--- src/rtl/reorder_buffer.sv ---
// In-order dual-allocate / dual-retire reorder buffer sitting behind the rename stage.
// Optional flush input: define ROB_FLUSH_EN to add flush_i (clears all entries like en_flag_i=0).
module reorder_buffer #(
    parameter int DEPTH  = 16,
    parameter int PREG_W = 6,
    parameter int AREG_W = 5
) (
    input  logic                       clk,
    input  logic                       rst_n,
    input  logic                       en_flag_i,
`ifdef ROB_FLUSH_EN
    input  logic                       flush_i,
`endif
    input  logic                       alloc_v_1,
    input  logic [AREG_W-1:0]          rd_1,
    input  logic [PREG_W-1:0]          pd_1,
    input  logic [PREG_W-1:0]          old_pd_1,
    input  logic                       alloc_v_2,
    input  logic [AREG_W-1:0]          rd_2,
    input  logic [PREG_W-1:0]          pd_2,
    input  logic [PREG_W-1:0]          old_pd_2,
    output logic                       alloc_rdy,
    output logic [$clog2(DEPTH)-1:0]   rob_idx_1,
    output logic [$clog2(DEPTH)-1:0]   rob_idx_2,
    input  logic                       cmp_v_1,
    input  logic [$clog2(DEPTH)-1:0]   cmp_idx_1,
    input  logic                       cmp_v_2,
    input  logic [$clog2(DEPTH)-1:0]   cmp_idx_2,
    output logic                       rt_flag_1,
    output logic [PREG_W-1:0]          fp_i_1,
    output logic                       rt_flag_2,
    output logic [PREG_W-1:0]          fp_i_2,
    output logic                       cm_v_1,
    output logic [AREG_W-1:0]          cm_rd_1,
    output logic [PREG_W-1:0]          cm_pd_1,
    output logic                       cm_v_2,
    output logic [AREG_W-1:0]          cm_rd_2,
    output logic [PREG_W-1:0]          cm_pd_2,
    output logic                       rob_empty
);
    localparam int IW = $clog2(DEPTH);
    localparam int CW = IW + 1;
    localparam logic [CW-1:0] RDY_MAX = CW'(DEPTH - 2);

    logic [DEPTH-1:0]  valid_q, done_q, valid_nx, done_nx;
    logic [AREG_W-1:0] rd_q   [DEPTH];
    logic [PREG_W-1:0] pd_q   [DEPTH];
    logic [PREG_W-1:0] opd_q  [DEPTH];
    logic [IW-1:0]     head_q, tail_q, head_nx, tail_nx, head_p1;
    logic [CW-1:0]     count_q, count_nx;
    logic              clr, acc1, acc2, ret1, ret2, sel1, sel2;

`ifdef ROB_FLUSH_EN
    assign clr = !en_flag_i || flush_i;
`else
    assign clr = !en_flag_i;
`endif

    // Readiness looks only at the registered count; same-cycle retires are not credited.
    assign alloc_rdy = (count_q <= RDY_MAX);
    assign rob_empty = (count_q == '0);
    assign rob_idx_1 = tail_q;
    assign rob_idx_2 = alloc_v_1 ? tail_q + IW'(1) : tail_q;
    assign acc1      = !clr && alloc_rdy && alloc_v_1;
    assign acc2      = !clr && alloc_rdy && alloc_v_2;

    assign head_p1 = head_q + IW'(1);
    assign ret1    = !clr && valid_q[head_q] && done_q[head_q];
    assign ret2    = ret1 && valid_q[head_p1] && done_q[head_p1];
    assign sel1    = ret1 && (rd_q[head_q] != '0);
    assign sel2    = ret2 && (rd_q[head_p1] != '0);

    always_comb begin
        valid_nx = valid_q;
        done_nx  = done_q;
        if (cmp_v_1 && valid_q[cmp_idx_1]) done_nx[cmp_idx_1] = 1'b1;
        if (cmp_v_2 && valid_q[cmp_idx_2]) done_nx[cmp_idx_2] = 1'b1;
        if (ret1) begin
            valid_nx[head_q] = 1'b0;
            done_nx[head_q]  = 1'b0;
        end
        if (ret2) begin
            valid_nx[head_p1] = 1'b0;
            done_nx[head_p1]  = 1'b0;
        end
        if (acc1) begin
            valid_nx[tail_q] = 1'b1;
            done_nx[tail_q]  = 1'b0;
        end
        if (acc2) begin
            valid_nx[rob_idx_2] = 1'b1;
            done_nx[rob_idx_2]  = 1'b0;
        end
        head_nx  = head_q + IW'(ret1) + IW'(ret2);
        tail_nx  = tail_q + IW'(acc1) + IW'(acc2);
        count_nx = count_q + CW'(acc1) + CW'(acc2) - CW'(ret1) - CW'(ret2);
        // Pipeline disable / flush wipes the whole buffer, overriding everything above.
        if (clr) begin
            valid_nx = '0;
            done_nx  = '0;
            head_nx  = '0;
            tail_nx  = '0;
            count_nx = '0;
        end
    end

    always_ff @(posedge clk or negedge rst_n) begin
        if (!rst_n) begin
            valid_q   <= '0;
            done_q    <= '0;
            head_q    <= '0;
            tail_q    <= '0;
            count_q   <= '0;
            rt_flag_1 <= 1'b0;
            fp_i_1    <= '0;
            rt_flag_2 <= 1'b0;
            fp_i_2    <= '0;
            cm_v_1    <= 1'b0;
            cm_rd_1   <= '0;
            cm_pd_1   <= '0;
            cm_v_2    <= 1'b0;
            cm_rd_2   <= '0;
            cm_pd_2   <= '0;
        end else begin
            valid_q   <= valid_nx;
            done_q    <= done_nx;
            head_q    <= head_nx;
            tail_q    <= tail_nx;
            count_q   <= count_nx;
            rt_flag_1 <= sel1;
            fp_i_1    <= sel1 ? opd_q[head_q] : '0;
            cm_v_1    <= sel1;
            cm_rd_1   <= sel1 ? rd_q[head_q] : '0;
            cm_pd_1   <= sel1 ? pd_q[head_q] : '0;
            rt_flag_2 <= sel2;
            fp_i_2    <= sel2 ? opd_q[head_p1] : '0;
            cm_v_2    <= sel2;
            cm_rd_2   <= sel2 ? rd_q[head_p1] : '0;
            cm_pd_2   <= sel2 ? pd_q[head_p1] : '0;
        end
    end

    // Payload storage needs no reset; valid_q qualifies every read.
    always_ff @(posedge clk) begin
        if (acc1) begin
            rd_q[tail_q]  <= rd_1;
            pd_q[tail_q]  <= pd_1;
            opd_q[tail_q] <= old_pd_1;
        end
        if (acc2) begin
            rd_q[rob_idx_2]  <= rd_2;
            pd_q[rob_idx_2]  <= pd_2;
            opd_q[rob_idx_2] <= old_pd_2;
        end
    end
endmodule

--- config.mk ---
export PLATFORM = sky130hd
export DESIGN_NAME = reorder_buffer
export DESIGN_NICKNAME = d
export VERILOG_FILES = /design/src/rtl/reorder_buffer.sv
export SDC_FILE = /design/constraint.sdc
export NUM_CORES = 1
export LEC_CHECK = 0
export CAP_MARGIN = 15
export CORE_MARGIN = 4
export CORE_UTILIZATION = 48
export CTS_CLUSTER_DIAMETER = 80
export DETAILED_ROUTE_END_ITERATION = 12
export PLACE_DENSITY = 0.68
export SLEW_MARGIN = 20
export SYNTH_ARGS = -nofsm -noshare
export SYNTH_HDL_FRONTEND = slang
export SYNTH_SLANG_ARGS = --single-unit
--- constraint.sdc ---
create_clock -name clk -period 4.4 [get_ports clk]
set_clock_uncertainty 0.1 [all_clocks]
set_input_delay 0.44 -clock clk [delete_from_list [all_inputs] [get_ports clk]]
set_output_delay 0.44 -clock clk [all_outputs]
set_load 0.01 [all_outputs]
## Word-level counts from Yosys, hierarchy flattened

Memory sizes are Yosys's and may differ from the RTL's.
Cells that the tools add are included.

| operators by class | value |
|---|---|
| add/subtract/negate cells | 10 |
| mux-type cells | 50 |
| reductions and logical operators | 20 |
| bitwise logic cells | 14 |
| $lt $le $gt $ge | 13 |

Operators by type and width:

| kind | count |
|---|---|
| $mux 16 | 12 |
| $and 16x16->16 | 6 |
| $not 16->16 | 4 |
| $or 16x16->16 | 4 |
| $lt 4x5->1 const B | 6 |
| $bmux 1 s4 | 6 |
| $demux 1 s4 | 6 |
| $ge 4x1->1 const B | 6 |
| $mux 6 | 4 |
| $logic_and 1x1->1 | 17 |
| $add 4x1->4 | 4 |
| $mux 1 | 16 |
| $mux 5 | 3 |
| $mux 4 | 3 |
| $add 5x1->5 | 2 |
| $reduce_bool 5->1 | 2 |
| $sub 5x1->5 | 2 |
| $add 4x1->4 const B | 2 |
| $le 5x4->1 const B | 1 |
| $logic_not 5->1 | 1 |

| storage, ports and cells | value |
|---|---|
| logic and storage cells | 123 |
| bits in writable memories | 272 |
| input bits | 49 |
| memories | 3 |
| register bits after elaboration | 81 |
| output and inout bits | 48 |

Memory list:

| name | depth | width | read ports | clocked after memory_dff | write ports | RTL line | RTL |
|---|---|---|---|---|---|---|---|
| opd_q | 16 | 6 | 2 | 0 | 2 | 48 | `logic [PREG_W-1:0] opd_q [DEPTH];` |
| pd_q | 16 | 6 | 2 | 0 | 2 | 47 | `logic [PREG_W-1:0] pd_q [DEPTH];` |
| rd_q | 16 | 5 | 2 | 0 | 2 | 46 | `logic [AREG_W-1:0] rd_q [DEPTH];` |

## Logic depth before layout (Yosys ltp)

| logic depth | value |
|---|---|
| word-level depth | 17 |
| depth in mapped cells | 22 |
| mapped depth without buffers | 16 |

## Worst setup path after synthesis

Ideal clock, no wire load.

| path | value |
|---|---|
| kind | reg2reg |
| start | register head_q[1] |
| end | register count_q[2] |
| cell stages (with the launch flop) | 21 |
| clock period less this slack | 4.783 ns |
| library setup time | 0.119 ns |
| path slack | -0.383 ns |
| data required time | 4.181 ns |
| path buffers | 6 |
| arrival time | 4.564 ns |
| path through | dfrtp_1 -> buf_4 -> buf_6 -> buf_2 -> clkbuf_1 -> buf_1 -> inv_1 -> ha_1 -> clkbuf_1 -> nand3_1 -> a211oi_1 -> mux2i_1 -> nand4_1 -> nor2_1 -> ha_1 -> inv_1 -> fa_1 -> inv_1 -> ha_1 -> fa_1 -> and2_1 |

| on the way | value |
|---|---|
| word-level cells in the longest chain between the ends | 8 |
| elaborated cells between the ends (all ways) | 16 |
| those cells by class | 3 x add/sub; 9 x mux; 4 x reduce/logical |

RTL lines:

| item | RTL line | RTL |
|---|---|---|
| from (decl) | 49 | `logic [IW-1:0] head_q, tail_q, head_nx, tail_nx, head_p1;` |
| from (signal assigned) | 127 | `head_q <= head_nx;` |
| parallel branches: the longest is 6 deep, another holds $sub 5x1->5 | -- |  |
| $sub 5x1->5 (*) | 96 | `count_nx = count_q + CW'(acc1) + CW'(acc2) - CW'(ret1) - CW'(ret2);` |
| $mux 5 (*) | 98 | `if (clr) begin` |
| named net count_nx[2] | 50 | `logic [CW-1:0] count_q, count_nx;` |
| to (signal assigned) | 129 | `count_q <= count_nx;` |
| to (decl) | 50 |  |

Mark *: on every way through the listed nets, which the timed path passes. The select of a mux whose other input is x is not followed.

## Worst setup path after layout

| path | value |
|---|---|
| start | register head_q[0] |
| end | register count_q[3] |

The elaborated chain is that of the path after synthesis.

==> flow_summary.toml <==
[setup_path]
r2r-start = "head_q[0]$_DFF_PN0_"
crit_path_start = "head_q[0]$_DFF_PN0_"
slowest_delay_ns = 0.60
r2r_slack_ns = 0.52
crit_buf_inv = 3
ff2ff_path_depth = 15
path_max_fanout = 18
criticalPathCategory = "flop to flop"
critical_path.cell_chain = "ha_1, buf_4, xor2_1, a211oi_1, mux2i_1, nand4_1, nor2_1, ha_1, inv_1, fa_1, inv_1, ha_1, fa_1, xnor2_1, and2_1"
worst_ep_required_time_ns = 4.74
crit_end = "count_q[3]$_DFF_PN0_"
r2r_end = "count_q[3]$_DFF_PN0_"
setup.worst_path.start_class = "flop"
critPathSlowestCell = "dfrtp_4"
endpoint_kind = "flop"
critPathMostFrequentCell = "ha_1"
cp_top_family = "adder cells"
crit_cells = 15
worstPathArrival_ns = 4.23

[clocking]
cts_sinks = 353
htreeDepth = 2
worstSkewPairLatency_ns = 0.56
max-clock-path-buffers = 3
cts_made_buffers = 40
cts_resized = 0
path_clk_slew_ns = 0.06
postCtsSetupBuffers = 0
cts_tree = "done"
clock-root-buffer = "clkbuf_16"

[synthesis]
synth_area_um2 = 20500
syn-num-nets = 1400
yosysWarnings = 0
yosysSeqAreaShare = 0.496
synth_flop_cell = "edfxtp_1"
yosysTopAreaCell = "edfxtp_1"
synth.area.top_cells = "edfxtp_1 (40%), mux4_2 (20%), mux2_2 (15%)"
async_flop_share = 0.229
syn_inst = 1329
avgSynthCellArea_um2 = 15.5
synth-edff-count = 272
ys_seq_elements = 353
netlist-cell-type-count = 61
synth_top_area_frac = 0.398

[routing]
drc = 0
wirelength_um = 60600
vias_per_cell = 6.79
postRouteAntennaNets = 0
vias = 13400
drt-pass1-iter-count = 5
avgRoutedWirePerCell_um = 30.7
drt-initial-drc-count = 1582

[sta]
rsz0062_at_grt = "false"
post-route-min-period_ns = 3.88
worst_pin_slew_ns = 0.828
setup_ws_ns = 0.518
timing.slew.headroom = 0.446
fmax_mhz = 258
hold_viol_final = 0
setup_violations = 0
fin_tns_setup_ns = 0
hold_ws_ns = 0.385
slew_viol_final = 0
fin_crit_sh = 0.882

[finish]
finalNonFillerCells = 1971
fill_cells = 3341
final_common_cell = "mux2_2"
nets = 1473
drive_gt1_frac = 0.419
layout-area-overhead-vs-synth_pct = 14.5
final_cell_mix = "mux2_2 (273), edfxtp_1 (272), mux4_2 (185), clkdlybuf4s50_1 (95), dfrtp_1 (77)"

[grt]
grt_usage = 0.261
grt_pass1_vias = 13500
antenna_found_initial = 0
grt_overflow_total = 0
grt_max_degree = 100
grt_pass1_wl_um = 90300

[pwr]
p_switching_mw = 1.95
sw_frac_of_total = 0.245
vdd_drop_max_uv = 229
power.leakage_nw = 7.98
seq_power_share = 0.482
p_total_mw = 7.97
p_int_mw = 6.02
p_comb_frac = 0.120
clockPowerShare = 0.398
pwr_density_cell_nw_per_um2 = 339

[floorplanning]
start_util = 0.488
coreArea_um2 = 42100
io_pins = 97
die_height_um = 215
row_count = 75
die_w_um = 215
dieArea_um2 = 46200

[placement]
dp.final_hpwl_um = 37800
gp_congestion = 0.911
pre_cts_slack_ns = 0.571
numPortBuffers = 96
dp.cells = 1898

[outcome]
status = "complete, no violations"

[flow_run]
drv_cap = 0

[hold_path]
min_path_type = "primary input to asynchronous set/reset pin"
## worst reg2reg max path, cell delays in order (launching register included)
cell	delay, ns
dfrtp_4	0.60
ha_1	0.25
buf_4	0.17
xor2_1	0.46
a211oi_1	0.12
mux2i_1	0.24
nand4_1	0.15
nor2_1	0.23
ha_1	0.27
inv_1	0.07
fa_1	0.16
inv_1	0.05
ha_1	0.23
fa_1	0.42
xnor2_1	0.13
and2_1	0.15
## registers in the layout, indices dropped and copies added (netlist names)
| name | cells |
|---|---|
| fp_i_1 | 6 |
| cm_v_1 | 1 |
| fp_i_2 | 6 |
| cm_rd_2 | 5 |
| cm_rd_1 | 5 |
| cm_pd_2 | 6 |
| pd_q | 96 |
| rd_q | 80 |
| valid_q | 16 |
| cm_pd_1 | 6 |
| rob_idx_1 | 4 |
| count_q | 5 |
| opd_q | 96 |
| cm_v_2 | 1 |
| done_q | 16 |
| head_q | 4 |
## logic make-up (layout without fill, tap and decap cells)
| family | Yosys count | after routing | share of synthesized area |
|---|---|---|---|
| flip-flops | 353 | 353 | 0.496 |
| adder cells (fa/ha/maj) | 22 | 22 | 0.0149 |
| AND/OR/NAND/NOR | 233 | 233 | 0.0650 |
| XOR/XNOR | 12 | 12 | 0.00512 |
| other | 0 | 1 | 0 |
| AO/OA/AOI/OAI | 91 | 91 | 0.0321 |
| buffers and inverters | 154 | 256 | 0.0312 |
| multiplexers | 464 | 464 | 0.355 |
## cells in the mapped netlist, types with 6 or more instances
cell and n:
mux2_2 273, nand4_1 9, nor3_1 8, dfrtp_1 81, mux2i_1 6, or4_1 8
a21boi_0 6, o21ai_0 12, and3_1 21, and2_1 18, xor2_1 6, mux4_2 185
o22ai_1 14, ha_1 18, nand3_1 24, a21o_1 6, a211oi_1 10, clkbuf_1 88
nand2_1 46, xnor2_1 6, buf_1 9, nor2b_1 16, nor2_1 27, nor4_1 10
edfxtp_1 272, nand3b_1 16, inv_1 21, buf_2 26
## worst min path at each step
stage / start / endpoint / slack (ns)
4_1_cts: rst_n / fp_i_1[5]$_DFF_PN0_ / 0.44
3_5_place_dp: valid_q[15]$_DFF_PN0_ / valid_q[15]$_DFF_PN0_ / 0.47
5_1_grt: rst_n / cm_rd_1[1]$_DFF_PN0_ / 0.45
3_3_place_gp: rst_n / cm_rd_1[1]$_DFF_PN0_ / 0.48
2_1_floorplan: rst_n / cm_pd_1[0]$_DFF_PN0_ / 0.04
6_report: rst_n / cm_rd_1[1]$_DFF_PN0_ / 0.39
## routing by layer
metal  GRT usage  up-vias  part of all wire
met5           0        -                 0
met4      0.0735        0             0.027
met3      0.0432       97             0.075
met2       0.438      649              0.50
met1       0.355     7134              0.40
li1            -     5506                 -
## through the flow
step / utilization / cell area, um2
after floorplan: - / 20500
after global placement: 0.529 / 22300
after detailed placement: 0.529 / 22300
after CTS: 0.558 / 23500
after global routing: 0.558 / 23500
final: 0.558 / 23500
## final cells by class
class / instances / area (um2) / area share
Sequential cell: 353 / 10200 / 0.434
Tap cell: 539 / 674 / 0.0287
Clock buffer: 63 / 1170 / 0.0496
Multi-Input combinational cell: 822 / 9780 / 0.416
Antenna cell: 1 / 2.50 / 0.000106
Inverter: 25 / 93.8 / 0.00399
Clock inverter: 8 / 51.3 / 0.00218
Timing Repair Buffer: 160 / 1540 / 0.0655
## power groups by stage
stage / clock network, mW / registers (mW) / logic [mW]
6_report: 3.17 / 3.84 / 0.957
5_1_grt: 3.38 / 3.85 / 1.02
4_1_cts: 3.22 / 3.84 / 0.953
3_5_place_dp: 0 / 3.90 / 0.947
3_3_place_gp: 0 / 3.90 / 0.927
2_1_floorplan: 0 / 3.86 / 0.598
## repair_timing
item                       in CTS  in global routing
setup endpoints to repair       0                  0
hold endpoints to repair       54                  0
hold buffers                    1                  0
(Power assumes the default switching activity.)
